==> config.mk <==
export PLATFORM = sky130hd
export DESIGN_NAME = fifo_multi_lane
export DESIGN_NICKNAME = d
export VERILOG_FILES = /design/src/rtl/fifo_multi_lane_pkg.sv /design/src/rtl/fifo_multi_lane_window.sv /design/src/rtl/fifo_multi_lane.sv
export SDC_FILE = /design/constraint.sdc
export NUM_CORES = 1
export LEC_CHECK = 0
export CAP_MARGIN = 25
export CORE_AREA = 2 2 125 127
export CTS_CLUSTER_DIAMETER = 150
export DETAILED_ROUTE_END_ITERATION = 8
export DIE_AREA = 0 0 127 129
export PLACE_DENSITY_LB_ADDON = 0.1
export SKIP_LAST_GASP = 1
export SLEW_MARGIN = 20
export SYNTH_ARGS = -nofsm -noshare
export SYNTH_HDL_FRONTEND = slang
export SYNTH_SLANG_ARGS = --single-unit
==> constraint.sdc <==
create_clock -name clock -period 5.3 [get_ports clock]
set_clock_uncertainty 0.15 [all_clocks]
set_input_delay 1.06 -clock clock [delete_from_list [all_inputs] [get_ports clock]]
set_output_delay 1.06 -clock clock [all_outputs]
set_load 0.03 [all_outputs]
==> src/rtl/fifo_multi_lane_pkg.sv <==
// fifo_multi_lane_pkg
// Shared helpers for the multi-lane FIFO:
//   ptr_add : advance a storage index modulo an arbitrary (non power-of-two) depth
//   cnt_w   : bit width needed to hold the values 0..n
package fifo_multi_lane_pkg;

  // Caller guarantees ptr < depth and inc <= depth, so one conditional
  // subtraction is enough to bring the sum back into range.
  function automatic int ptr_add(input int ptr, input int inc, input int depth);
    int sum;
    sum = ptr + inc;
    if (sum >= depth) sum = sum - depth;
    return sum;
  endfunction

  function automatic int cnt_w(input int n);
    return (n < 1) ? 1 : $clog2(n + 1);
  endfunction

endpackage

==> src/rtl/fifo_multi_lane_window.sv <==
// fifo_multi_lane_window
// Combinational read window: presents the READ_LANES oldest entries,
// starting at rd_ptr and wrapping modulo DEPTH. Lanes beyond the current
// occupancy read as zero with their valid bit clear.
// Ports:
//   mem        in  storage array (DEPTH x WIDTH_DATA)
//   rd_ptr     in  index of the oldest entry
//   count      in  occupied entries
//   read_data  out lane i = entry i positions after the oldest (lane 0 in LSBs)
//   read_valid out bit i = (count > i)
module fifo_multi_lane_window
  import fifo_multi_lane_pkg::*;
#(
  parameter int WIDTH_DATA = 8,
  parameter int DEPTH      = 6,
  parameter int READ_LANES = 4,
  localparam int PW = $clog2(DEPTH),
  localparam int CW = cnt_w(DEPTH)
) (
  input  logic [WIDTH_DATA-1:0]            mem [DEPTH],
  input  logic [PW-1:0]                    rd_ptr,
  input  logic [CW-1:0]                    count,
  output logic [READ_LANES*WIDTH_DATA-1:0] read_data,
  output logic [READ_LANES-1:0]            read_valid
);

  always_comb begin
    read_data  = '0;
    read_valid = '0;
    for (int i = 0; i < READ_LANES; i++) begin
      if (i < int'(count)) begin
        read_valid[i] = 1'b1;
        read_data[i*WIDTH_DATA +: WIDTH_DATA] = mem[PW'(ptr_add(int'(rd_ptr), i, DEPTH))];
      end
    end
  end

endmodule

==> src/rtl/fifo_multi_lane.sv <==
// fifo_multi_lane
// First-word-fall-through FIFO with multi-entry push and pop per clock and
// an arbitrary (non power-of-two) depth. Pushes and pops are all-or-nothing,
// both judged against the state before the edge.
// Ports:
//   clock, reset        single clock; synchronous active-high reset
//   flush               empty the FIFO this edge (overrides push/pop)
//   write_count/data    entries to push; lane 0 (LSBs) enqueued first
//   read_count          entries to pop
//   read_data/valid     zero-latency window onto the oldest READ_LANES entries
//   count, free         occupancy and remaining space
//   empty, full         occupancy == 0 / occupancy == DEPTH
//   overflow, underflow sticky rejected-push / rejected-pop flags
// Build option:
//   FIFO_MULTI_LANE_ERROR_FLAGS_EN  builds the sticky flags; without it both
//                                   flag outputs are tied to 0.
module fifo_multi_lane
  import fifo_multi_lane_pkg::*;
#(
  parameter int WIDTH_DATA  = 8,
  parameter int DEPTH       = 6,
  parameter int WRITE_LANES = 2,
  parameter int READ_LANES  = 4,
  localparam int WCW = cnt_w(WRITE_LANES),
  localparam int RCW = cnt_w(READ_LANES),
  localparam int CW  = cnt_w(DEPTH)
) (
  input  logic                             clock,
  input  logic                             reset,
  input  logic                             flush,
  input  logic [WCW-1:0]                   write_count,
  input  logic [WRITE_LANES*WIDTH_DATA-1:0] write_data,
  input  logic [RCW-1:0]                   read_count,
  output logic [READ_LANES*WIDTH_DATA-1:0] read_data,
  output logic [READ_LANES-1:0]            read_valid,
  output logic [CW-1:0]                    count,
  output logic [CW-1:0]                    free,
  output logic                             empty,
  output logic                             full,
  output logic                             overflow,
  output logic                             underflow
);

  localparam int PW = $clog2(DEPTH);

  logic [WIDTH_DATA-1:0] mem [DEPTH];
  logic [PW-1:0]         rd_ptr;
  logic [PW-1:0]         wr_ptr;
  logic [CW-1:0]         cnt;
  logic                  push_ok;
  logic                  pop_ok;
  logic [CW-1:0]         push_n;
  logic [CW-1:0]         pop_n;

  // Out-of-range counts are rejected; space freed by a same-cycle pop is not reused.
  assign push_ok = (int'(write_count) <= WRITE_LANES) &&
                   (int'(write_count) <= DEPTH - int'(cnt));
  assign pop_ok  = (int'(read_count) <= READ_LANES) &&
                   (int'(read_count) <= int'(cnt));
  assign push_n  = push_ok ? CW'(write_count) : '0;
  assign pop_n   = pop_ok  ? CW'(read_count)  : '0;

  // Storage is data only: never reset, stale entries are hidden by read_valid.
  always_ff @(posedge clock) begin
    if (!flush && push_ok) begin
      for (int i = 0; i < WRITE_LANES; i++) begin
        if (i < int'(write_count)) begin
          mem[PW'(ptr_add(int'(wr_ptr), i, DEPTH))] <= write_data[i*WIDTH_DATA +: WIDTH_DATA];
        end
      end
    end
  end

  always_ff @(posedge clock) begin
    if (reset || flush) begin
      rd_ptr <= '0;
      wr_ptr <= '0;
      cnt    <= '0;
    end else begin
      if (push_ok) wr_ptr <= PW'(ptr_add(int'(wr_ptr), int'(write_count), DEPTH));
      if (pop_ok)  rd_ptr <= PW'(ptr_add(int'(rd_ptr), int'(read_count), DEPTH));
      cnt <= cnt + push_n - pop_n;
    end
  end

`ifdef FIFO_MULTI_LANE_ERROR_FLAGS_EN
  logic ovf_q;
  logic udf_q;

  // A flushed cycle discards its push/pop without judging them.
  always_ff @(posedge clock) begin
    if (reset) begin
      ovf_q <= 1'b0;
      udf_q <= 1'b0;
    end else if (!flush) begin
      if (!push_ok && (write_count != '0)) ovf_q <= 1'b1;
      if (!pop_ok  && (read_count  != '0)) udf_q <= 1'b1;
    end
  end

  assign overflow  = ovf_q;
  assign underflow = udf_q;
`else
  assign overflow  = 1'b0;
  assign underflow = 1'b0;
`endif

  assign count = cnt;
  assign free  = CW'(DEPTH) - cnt;
  assign empty = (cnt == '0);
  assign full  = (cnt == CW'(DEPTH));

  fifo_multi_lane_window #(
    .WIDTH_DATA (WIDTH_DATA),
    .DEPTH      (DEPTH),
    .READ_LANES (READ_LANES)
  ) u_window (
    .mem        (mem),
    .rd_ptr     (rd_ptr),
    .count      (cnt),
    .read_data  (read_data),
    .read_valid (read_valid)
  );

endmodule

; ---- Word-level counts from Yosys, hierarchy flattened
; Cells that the tools add are included.
[word_totals]
register_bits = 57
output_inout_bits = 46
wordCells = 115
inputBits = 24
[classes]
n_reduce_logical = 8
muxes = 47
n_lt_le_gt_ge = 26
add_sub_neg = 18
n_bitwise = 6
eq_ne = 1
[ops]
columns = op, n
row1 = 2-to-1 mux 48 bit, 3
row2 = 2-to-1 mux 8 bit, 14
row3 = binary-select mux 8 bit (select 3 bit), 4
row4 = bitwise mux 48 bit, 2
row5 = 2-to-1 mux 3 bit, 17
row6 = demux 8 bit (select 3 bit), 2
row7 = ">= comparator 3 x 4 -> 1 bit, second input constant", 6
row8 = ">= comparator 4 x 3 -> 1 bit, second input constant", 6
row9 = NOT 3 bit, 6
row10 = "subtractor 3 bit, second input constant", 5
row11 = "subtractor 3 x 2 -> 3 bit, second input constant", 3
row12 = "adder 3 x 1 -> 4 bit, second input constant", 2
row13 = "adder 3 x 2 -> 4 bit, second input constant", 2
row14 = ">= comparator 3 bit, second input constant", 2
row15 = "less-than comparator 1 x 3 -> 1 bit, first input constant", 2
row16 = "less-than comparator 2 x 3 -> 1 bit, first input constant", 2
row17 = "less-than comparator 3 x 1 -> 1 bit, second input constant", 2
row18 = logical AND 1 bit, 5
row19 = adder 3 x 2 -> 4 bit, 1
row20 = adder 3 x 3 -> 4 bit, 1
row21 = less-or-equal comparator 3 x 4 -> 1 bit, 1
row22 = "less-than comparator 1 x 2 -> 1 bit, first input constant", 2
row23 = 2-to-1 mux 1 bit, 4
row24 = "subtractor 3 x 3 -> 4 bit, first input constant", 1
row25 = other kinds (11), 11

; ---- Depth between registers and ports, before layout
; Gate-level depths: netlist (run 1).
[logic_depth]
ltp_word = 15
depth_mapped = 16
ltp_nobuf = 16

; ---- Cells and area by module
; From an unflattened synthesis (run 1), not the netlist that was laid out.
[hier_totals]
hier_cells = 531
area_unflattened_um2 = 5066.1
[modules_own_cells]
columns = module, area_each_um2, n_inst, cells_per_inst, seq_area_each_um2
row1 = fifo_multi_lane, 3318.2, 1, 281, 1621.6
row2 = fifo_multi_lane_window, 1747.9, 1, 250, 0.0

; ---- Least setup slack after synthesis (run 1)
; OpenSTA, ideal clock, no wires.
[synth_path]
kind = flip-flop to flip-flop
start = register cnt[0] (netlist: count[0])
end = register mem[0] (netlist name), enable pin
slack_ns = 0.688
setup_ns = 0.460
n_path_buf = 0
synth_period_minus_slack_ns = 4.612
arrival_time_ns = 4.002
required_ns = 4.690
stages_incl_launch_ff = 8
cell_sequence = dfxtp_1 > inv_1 > ha_1 > ha_1 > nand2b_1 > a221o_1 > and2_1 > nor2b_1
[synth_via]
elab_chain_cells = 4
[synth_lines]
columns = element, line
row1 = start: declaration, fifo_multi_lane.sv:49  ; logic [CW-1:0] cnt;
row2 = start signal: assignment, fifo_multi_lane.sv:82  ; cnt <= cnt + push_n - pop_n;
row3 = subtractor 3 x 3 -> 4 bit, fifo_multi_lane.sv:57  ; (int'(write_count) <= DEPTH - int'(cnt));
row4 = less-or-equal comparator 3 x 4 -> 1 bit, fifo_multi_lane.sv:57
row5 = logical AND 1 bit, fifo_multi_lane.sv:56  ; assign push_ok = (int'(write_count) <= WRITE_LANES) &&
row6 = logical AND 1 bit, fifo_multi_lane.sv:65  ; if (!flush && push_ok) begin
row7 = end signal: indexed assignment, fifo_multi_lane.sv:68  ; mem[PW'(ptr_add(int'(wr_ptr), i, DEPTH))] <= write_data[i*WIDTH_DATA +: WIDTH_DATA];
row8 = end: declaration, fifo_multi_lane.sv:46  ; logic [WIDTH_DATA-1:0] mem [DEPTH];
; Every way passes these cells.
; A chain may end at the register's enable or synchronous reset.

; ---- Final worst setup path (run 1)
[layout_path]
start = register rd_ptr[1]
end = output port read_data[22]
[layout_via]
elab_chain_cells = 9
elab_cells_between_ends = 10
classes_between = 2 x add/sub / 1 x order compare / 6 x mux / 1 x bitwise
[layout_lines]
columns = element, line
row1 = start: declaration, fifo_multi_lane.sv:47  ; logic [PW-1:0] rd_ptr;
row2 = start signal: assignment, fifo_multi_lane.sv:81  ; if (pop_ok) rd_ptr <= PW'(ptr_add(int'(rd_ptr), int'(read_count), DEPTH));
row3 = adder 3 x 2 -> 4 bit (*), fifo_multi_lane_pkg.sv:11  ; sum = ptr + inc;
row4 = >= comparator 4 x 3 -> 1 bit or subtractor 3 x 2 -> 3 bit (tied branches), fifo_multi_lane_pkg.sv:12  ; if (sum >= depth) sum = sum - depth;
row5 = 2-to-1 mux 3 bit (*), fifo_multi_lane_pkg.sv:12
row6 = 2-to-1 mux 3 bit (*), fifo_multi_lane_window.sv:31  ; if (i < int'(count)) begin
row7 = NOT 3 bit (implied by the code) (*), fifo_multi_lane_window.sv:33  ; read_data[i*WIDTH_DATA +: WIDTH_DATA] = mem[PW'(ptr_add(int'(rd_ptr), i, DEPTH))];
row8 = binary-select mux 8 bit (select 3 bit) (*), fifo_multi_lane_window.sv:33
row9 = 2-to-1 mux 8 bit (implied by the code) (*) (2 in series), fifo_multi_lane_window.sv:33
row10 = 2-to-1 mux 8 bit (*), fifo_multi_lane_window.sv:31
row11 = end: declaration, fifo_multi_lane.sv:34  ; output logic [READ_LANES*WIDTH_DATA-1:0] read_data,
; Every way passes the cells marked *; elsewhere a longest branch is shown, timed or not. The select of a mux whose other input is x is not followed.

==> results of run 1 <==
power groups by stage:
stage,Combinational (mW),Sequential (mW),Clock [mW]
3_3_place_gp,1.37,0.681,0
6_report,1.37,0.677,0.670
4_1_cts,1.38,0.676,0.688
5_1_grt,1.47,0.689,0.711
3_5_place_dp,1.38,0.684,0
2_1_floorplan,0.949,0.652,0
critical path: stages (launching register included):
cell and delay (ps):
dfxtp_1 650, inv_1 200, ha_1 280, nor2b_1 190, o31ai_2 690, nand2_1 420
o32ai_1 350, clkdlybuf4s50_1 760
routing by layer:
metal,vias up,share of wire
met4,0,0.010
met3,10,0.066
met5,-,0
met1,1978,0.46
li1,1995,-
met2,149,0.46
per-stage QoR:
stage	power, mW	hold WS (ps)	std cells
2_1_floorplan	1.60	363	508
3_3_place_gp	2.05	305	727
3_5_place_dp	2.06	314	727
4_1_cts	2.74	326	743
5_1_grt	2.87	333	744
6_report	2.72	316	744
synthesized netlist by cell type (all sizes together) (3+ instances only):
cell type / count / area share
a2111oi: 6 / 0.010
a211oi: 3 / 0.0044
a21o: 5 / 0.0073
a21oi: 33 / 0.032
a221oi: 6 / 0.010
a22oi: 8 / 0.012
a311oi: 3 / 0.0051
and2: 7 / 0.0085
and3: 5 / 0.0061
and3b: 8 / 0.014
buf: 19 / 0.022
clkbuf: 26 / 0.019
dfxtp: 9 / 0.035
edfxtp: 48 / 0.28
fa: 4 / 0.016
ha: 25 / 0.061
inv: 16 / 0.012
mux2: 62 / 0.14
mux2i: 30 / 0.059
mux4: 6 / 0.026
nand2: 15 / 0.011
nand2b: 3 / 0.0037
nand3: 14 / 0.014
nand3b: 3 / 0.0044
nor2: 49 / 0.036
nor2b: 17 / 0.021
nor3: 5 / 0.0068
o21ai: 9 / 0.0095
o32ai: 23 / 0.051
or2: 3 / 0.0037
xnor2: 7 / 0.013
xor2: 7 / 0.013
logic make-up after synthesis:
| logic type | synth area share |
|---|---|
| xor+xnor | 0.0268 |
| simple gates | 0.139 |
| fa+ha+maj | 0.0766 |
| buf+inv | 0.0524 |
| mux | 0.222 |
| compound gates | 0.167 |
| flops | 0.316 |
| other cells | 0.000731 |
registers in the layout, summed over array words and instances (netlist names):
name    count
mem        48
count       3
wr_ptr      3
rd_ptr      3
layout make-up:
cell class / count / area, µm² / area share
inverters: 16 / 60.1 / 0.00960
clock buffers: 13 / 250 / 0.0400
well taps: 188 / 235 / 0.0376
repair buffers: 77 / 746 / 0.119
multi-input cells: 390 / 3250 / 0.520
clock inverters: 3 / 90.1 / 0.0144
flip-flops and latches: 57 / 1620 / 0.259
final timing paths:
check | start | end | slack (ps) | depth (start not counted)
worst max-delay path | rd_ptr[1]$_SDFFE_PP0N_ | read_data[22] | 230 | 7
worst min-delay path | mem[1]$_DFFE_PP_ | mem[1]$_DFFE_PP_ | 320 | 0
worst max register to register | count[0]$_SDFF_PP0_ | count[2]$_SDFF_PP0_ | 1400 | 13
worst min register to register | mem[1]$_DFFE_PP_ | mem[1]$_DFFE_PP_ | 320 | 0
==> results.json, run 1 <==
{
  "worst_slack_ps": 231,
  "pin_count": 70,
  "cts_root_buffer": "clkbuf_16",
  "ir_drop_mv": 0.145,
  "synthArstFlopShare": 0,
  "antenna_found_initial": 0,
  "via_per_inst": 5.55,
  "grt_pass1_vias": 3693,
  "crit_fanout": 13,
  "fin_area_um2": 6250,
  "die_y_um": 129,
  "critPathLaunchType": "register",
  "cap_violations": 0,
  "cts_resized": 0,
  "grt_busiest_layer": "met2",
  "grt_pass1_wl_mm": 21.3,
  "layout_common_cells": "67 x clkdlybuf4s50_1, 60 x mux2_2, 49 x nor2_1, 48 x edfxtp_1, 33 x a21oi_1",
  "rsz0062_at_grt": "false",
  "status": "finished, final reports clean",
  "clock_path_buffers": 2,
  "cts_tree": "yes",
  "clock_sinks": 57,
  "arrival_ps": 3860,
  "cts_max_level": 3,
  "fp.dieArea_um2": 16400,
  "antenna_cells": 0,
  "overflow": 0,
  "tightest_slew_ps": 982,
  "power_density_nw_per_um2": 435,
  "ys.warnings.count": 0,
  "post-route-drc-count": 0,
  "clk_pin_slew_worst_paths_ps": 50,
  "combinationalPowerShare": 0.505,
  "dieWidth_um": 127,
  "use_met2": 0.262,
  "p_switching_mw": 1.07,
  "pre_cts_ws_ps": 487,
  "crit_required_ps": 4090,
  "fillers": 1444,
  "intPower_mw": 1.65,
  "syn_area_um2": 5130,
  "postRouteAntennaNets": 0,
  "p_sw_frac": 0.394,
  "tns_ps": 0,
  "end_kind": "output port",
  "via_count": 4132,
  "synthFlopType": "edfxtp_1",
  "start_util": 0.343,
  "clock_latency_ps": 330,
  "finalHoldViolCount": 0,
  "synthCells": 507,
  "worstSetupPathType": "register to output port",
  "p_leak_nw": 2.26,
  "layout.nets": 604,
  "avgSynthCellArea_um2": 10.1,
  "use_met1": 0.242,
  "grt_max_degree": 59,
  "final_common_cell": "clkdlybuf4s50_1",
  "syn_to_final_growth_pct": 21.9,
  "dp_hpwl_mm": 10.4,
  "hold_buffers": 0,
  "max_freq_ghz": 0.197,
  "wirelength_mm": 13.9,
  "rows": 45,
  "use_met3": 0.0437,
  "post_dp_cell_area_um2": 5910,
  "synth_edf_count": 48,
  "first_iter_violations": 372,
  "setup_viol": 0,
  "yosysSeqAreaShare": 0.316,
  "fin_crit_sh": 0.956,
  "post-route-util": 0.418,
  "port_buffers": 67,
  "drive_above_1_share": 0.201,
  "place.gp.congestion": 0.822,
  "slew_headroom": 0.342,
  "numCtsBuffers": 9,
  "core_um2": 15000,
  "p_clk_frac": 0.246,
  "p_seq_frac": 0.249,
  "finalCriticalPeriod_ps": 5070,
  "drt_pass1_iterations": 7,
  "cts_setup_buffers": 0,
  "routedWlPerCell_um": 18.7,
  "grt_use_total": 0.170,
  "drv_slew": 0,
  "synth-seq-cells": 57,
  "synth_cell_types": 64,
  "hold_path.class": "register to register"
}
(Power assumes the default switching activity.)
==> run 2, diff against run 1 <==
--- a/config.mk
+++ b/config.mk
@@ -13,2 +13,3 @@
 export PLACE_DENSITY_LB_ADDON = 0.1
+export RECOVER_POWER = 25
 export SKIP_LAST_GASP = 1
==> constraint.sdc (replaced) <==
create_clock -name clock -period 5.3 [get_ports clock]
set_clock_uncertainty 0.15 [all_clocks]
set_input_delay 0.795 -clock clock [delete_from_list [all_inputs] [get_ports clock]]
set_output_delay 0.795 -clock clock [all_outputs]
set_load 0.03 [all_outputs]
==> run 2 against run 1 <==
Net effect: total power down 3.8%; worst setup slack better by 350 ps; hold slack better by 3.5 ps; sequential power about the same; largest cell class unchanged; cell area down 1.3%; register-to-register slack better by 30 ps; die area unchanged; clock power down 14%; cell count down 0.40%; critical path type unchanged; the flow now finishes with violations (max-capacitance violations, max-slew violations); via count down 1.7%.
==> results.json, run 2 (same netlist as run 1, synthesis figures left out) <==
{
  "antenna_cells": 0,
  "slowest_stage": "clkdlybuf4s50_1",
  "status": "finished with violations",
  "rows": 45,
  "layout.nets": 601,
  "setup.worst_path.start": "rd_ptr[1]$_SDFFE_PP0N_",
  "tightest_slew_ps": 1720,
  "max_stage_delay_ps": 720,
  "post_dp_cell_area_um2": 5880,
  "crit_cells": 7,
  "top_register": "mem",
  "via_per_inst": 5.48,
  "clock_path_buffers": 2,
  "timing.rr.start": "count[0]$_SDFF_PP0_",
  "place.gp.congestion": 0.794,
  "pin_count": 70,
  "tns_ps": 0,
  "clk_pin_slew_worst_paths_ps": 50,
  "path_cells": "inv_1 -> ha_1 -> a21boi_0 -> mux2_4 -> or3b_1 -> o32ai_2 -> clkdlybuf4s50_1",
  "end_kind": "output port",
  "start_util": 0.343,
  "r2r_setup_slack_ps": 1430,
  "p_total_mw": 2.62,
  "port_buffers": 67,
  "grt_pass1_vias": 3949,
  "routedWlPerCell_um": 19.0,
  "first_iter_violations": 338,
  "drv_slew": 9,
  "core_um2": 15000,
  "register_area_um2": 1620,
  "grt_max_degree": 58,
  "fin_area_um2": 6170,
  "finalCriticalPeriod_ps": 4720,
  "cts_resized": 0,
  "rsz0062_at_grt": "false",
  "final_common_cell": "mux2_2",
  "antenna_found_initial": 0,
  "p_leak_nw": 2.23,
  "hold_buffers": 0,
  "crit_fanout": 13,
  "path_delay_family": "buffers and inverters",
  "endpoint": "read_data[13]",
  "critPathLaunchType": "register",
  "wirelength_mm": 14.1,
  "violations": "max-capacitance violations, max-slew violations",
  "fin_crit_sh": 0.890,
  "cts_max_level": 3,
  "crit_required_ps": 4360,
  "arrival_ps": 3770,
  "multi_input_area_um2": 3250,
  "fp.dieArea_um2": 16400,
  "cts_tree": "yes",
  "dieWidth_um": 127,
  "cts_setup_buffers": 0,
  "postRouteAntennaNets": 0,
  "drive_above_1_share": 0.193,
  "ir_drop_mv": 0.158,
  "grt_use_total": 0.175,
  "path_buf_inv": 2,
  "post-route-drc-count": 0,
  "slew_headroom": -0.153,
  "via_count": 4061,
  "finalHoldViolCount": 0,
  "dp_hpwl_mm": 10.3,
  "rr_endpoint": "count[2]$_SDFF_PP0_",
  "clock_sinks": 57,
  "fillers": 1468,
  "max_freq_ghz": 0.212,
  "numCtsBuffers": 9,
  "worstSetupPathType": "register to output port",
  "layout_common_cells": "60 x mux2_2, 58 x clkdlybuf4s50_1, 49 x nor2_1, 48 x edfxtp_1, 33 x a21oi_1",
  "cap_violations": 1,
  "r2r.worst_path.cells": 13,
  "largest_register_ffs": 48,
  "overflow": 0,
  "power_density_nw_per_um2": 424,
  "grt_pass1_wl_mm": 22.0,
  "syn_to_final_growth_pct": 20.3,
  "drt_pass1_iterations": 5,
  "setup_viol": 0,
  "cts_root_buffer": "clkbuf_16",
  "hold_path.class": "register to register",
  "clock_latency_ps": 340,
  "die_y_um": 129
}
==> run 2: cell count changes in the layout (fill, tap and decap cells not counted), moves of 2 or more <==
cell,delta
dlygate4sd3_1,+9
clkdlybuf4s50_1,-9
buf_4,-4
bufinv_16,-2
clkinv_1,+2
==> run 2: worst reg2reg max path, delay by kind of cell (launching register included) <==
kind / cells / cell delay [ps]
xor gates and xnor gates: 2 / 290
muxes: 1 / 120
buffers and inverters: 1 / 140
adders and majority gates: 4 / 1510
AOI/OAI and AO/OA: 1 / 400
and+or+nand+nor: 4 / 670
DFF: 1 / 520
==> run 2: how the worst min path moves through the flow <==
stage,from,to,slack (ps),cells after the start
final,mem[13]$_DFFE_PP_,mem[13]$_DFFE_PP_,320,0
after global routing,mem[5]$_DFFE_PP_,mem[5]$_DFFE_PP_,340,0
after CTS,mem[8]$_DFFE_PP_,mem[8]$_DFFE_PP_,330,0
after detailed placement,mem[8]$_DFFE_PP_,mem[8]$_DFFE_PP_,310,0
after global placement,mem[0]$_DFFE_PP_,mem[0]$_DFFE_PP_,310,0
after floorplan,mem[0]$_DFFE_PP_,mem[0]$_DFFE_PP_,360,1
==> run 2: per-stage QoR <==
stage	util	std cells	hold slack (ps)	setup WS [ps]
floorplan	-	508	363	688
global placement	0.393	724	307	803
detailed placement	0.393	724	312	735
CTS	0.412	740	327	551
global route	0.412	741	337	340
finish	0.412	741	319	582
==> run 2: layer usage <==
metal / global-route usage / wire length (µm) / vias to the layer above
li1: - / - / 1988
met1: 0.245 / 6730 / 1915
met2: 0.266 / 6260 / 144
met3: 0.0403 / 841 / 14
met4: 0.0627 / 240 / 0
met5: 0 / 0 / -
==> run 2: power breakdown <==
part | total [mW] | switching, mW | leakage [nW] | internal [mW]
logic | 1.36 | 0.781 | 1.56 | 0.583
clock network | 0.574 | 0.214 | 0.138 | 0.360
registers | 0.680 | 0.0941 | 0.532 | 0.586
==> run 2: layout make-up <==
type,instances,share of cell area
clock buffers,10,0.0371
clock inverters,6,0.00953
inverters,16,0.00973
multi-input cells,390,0.526
flip-flops and latches,57,0.263
well taps,188,0.0381
repair buffers,74,0.117
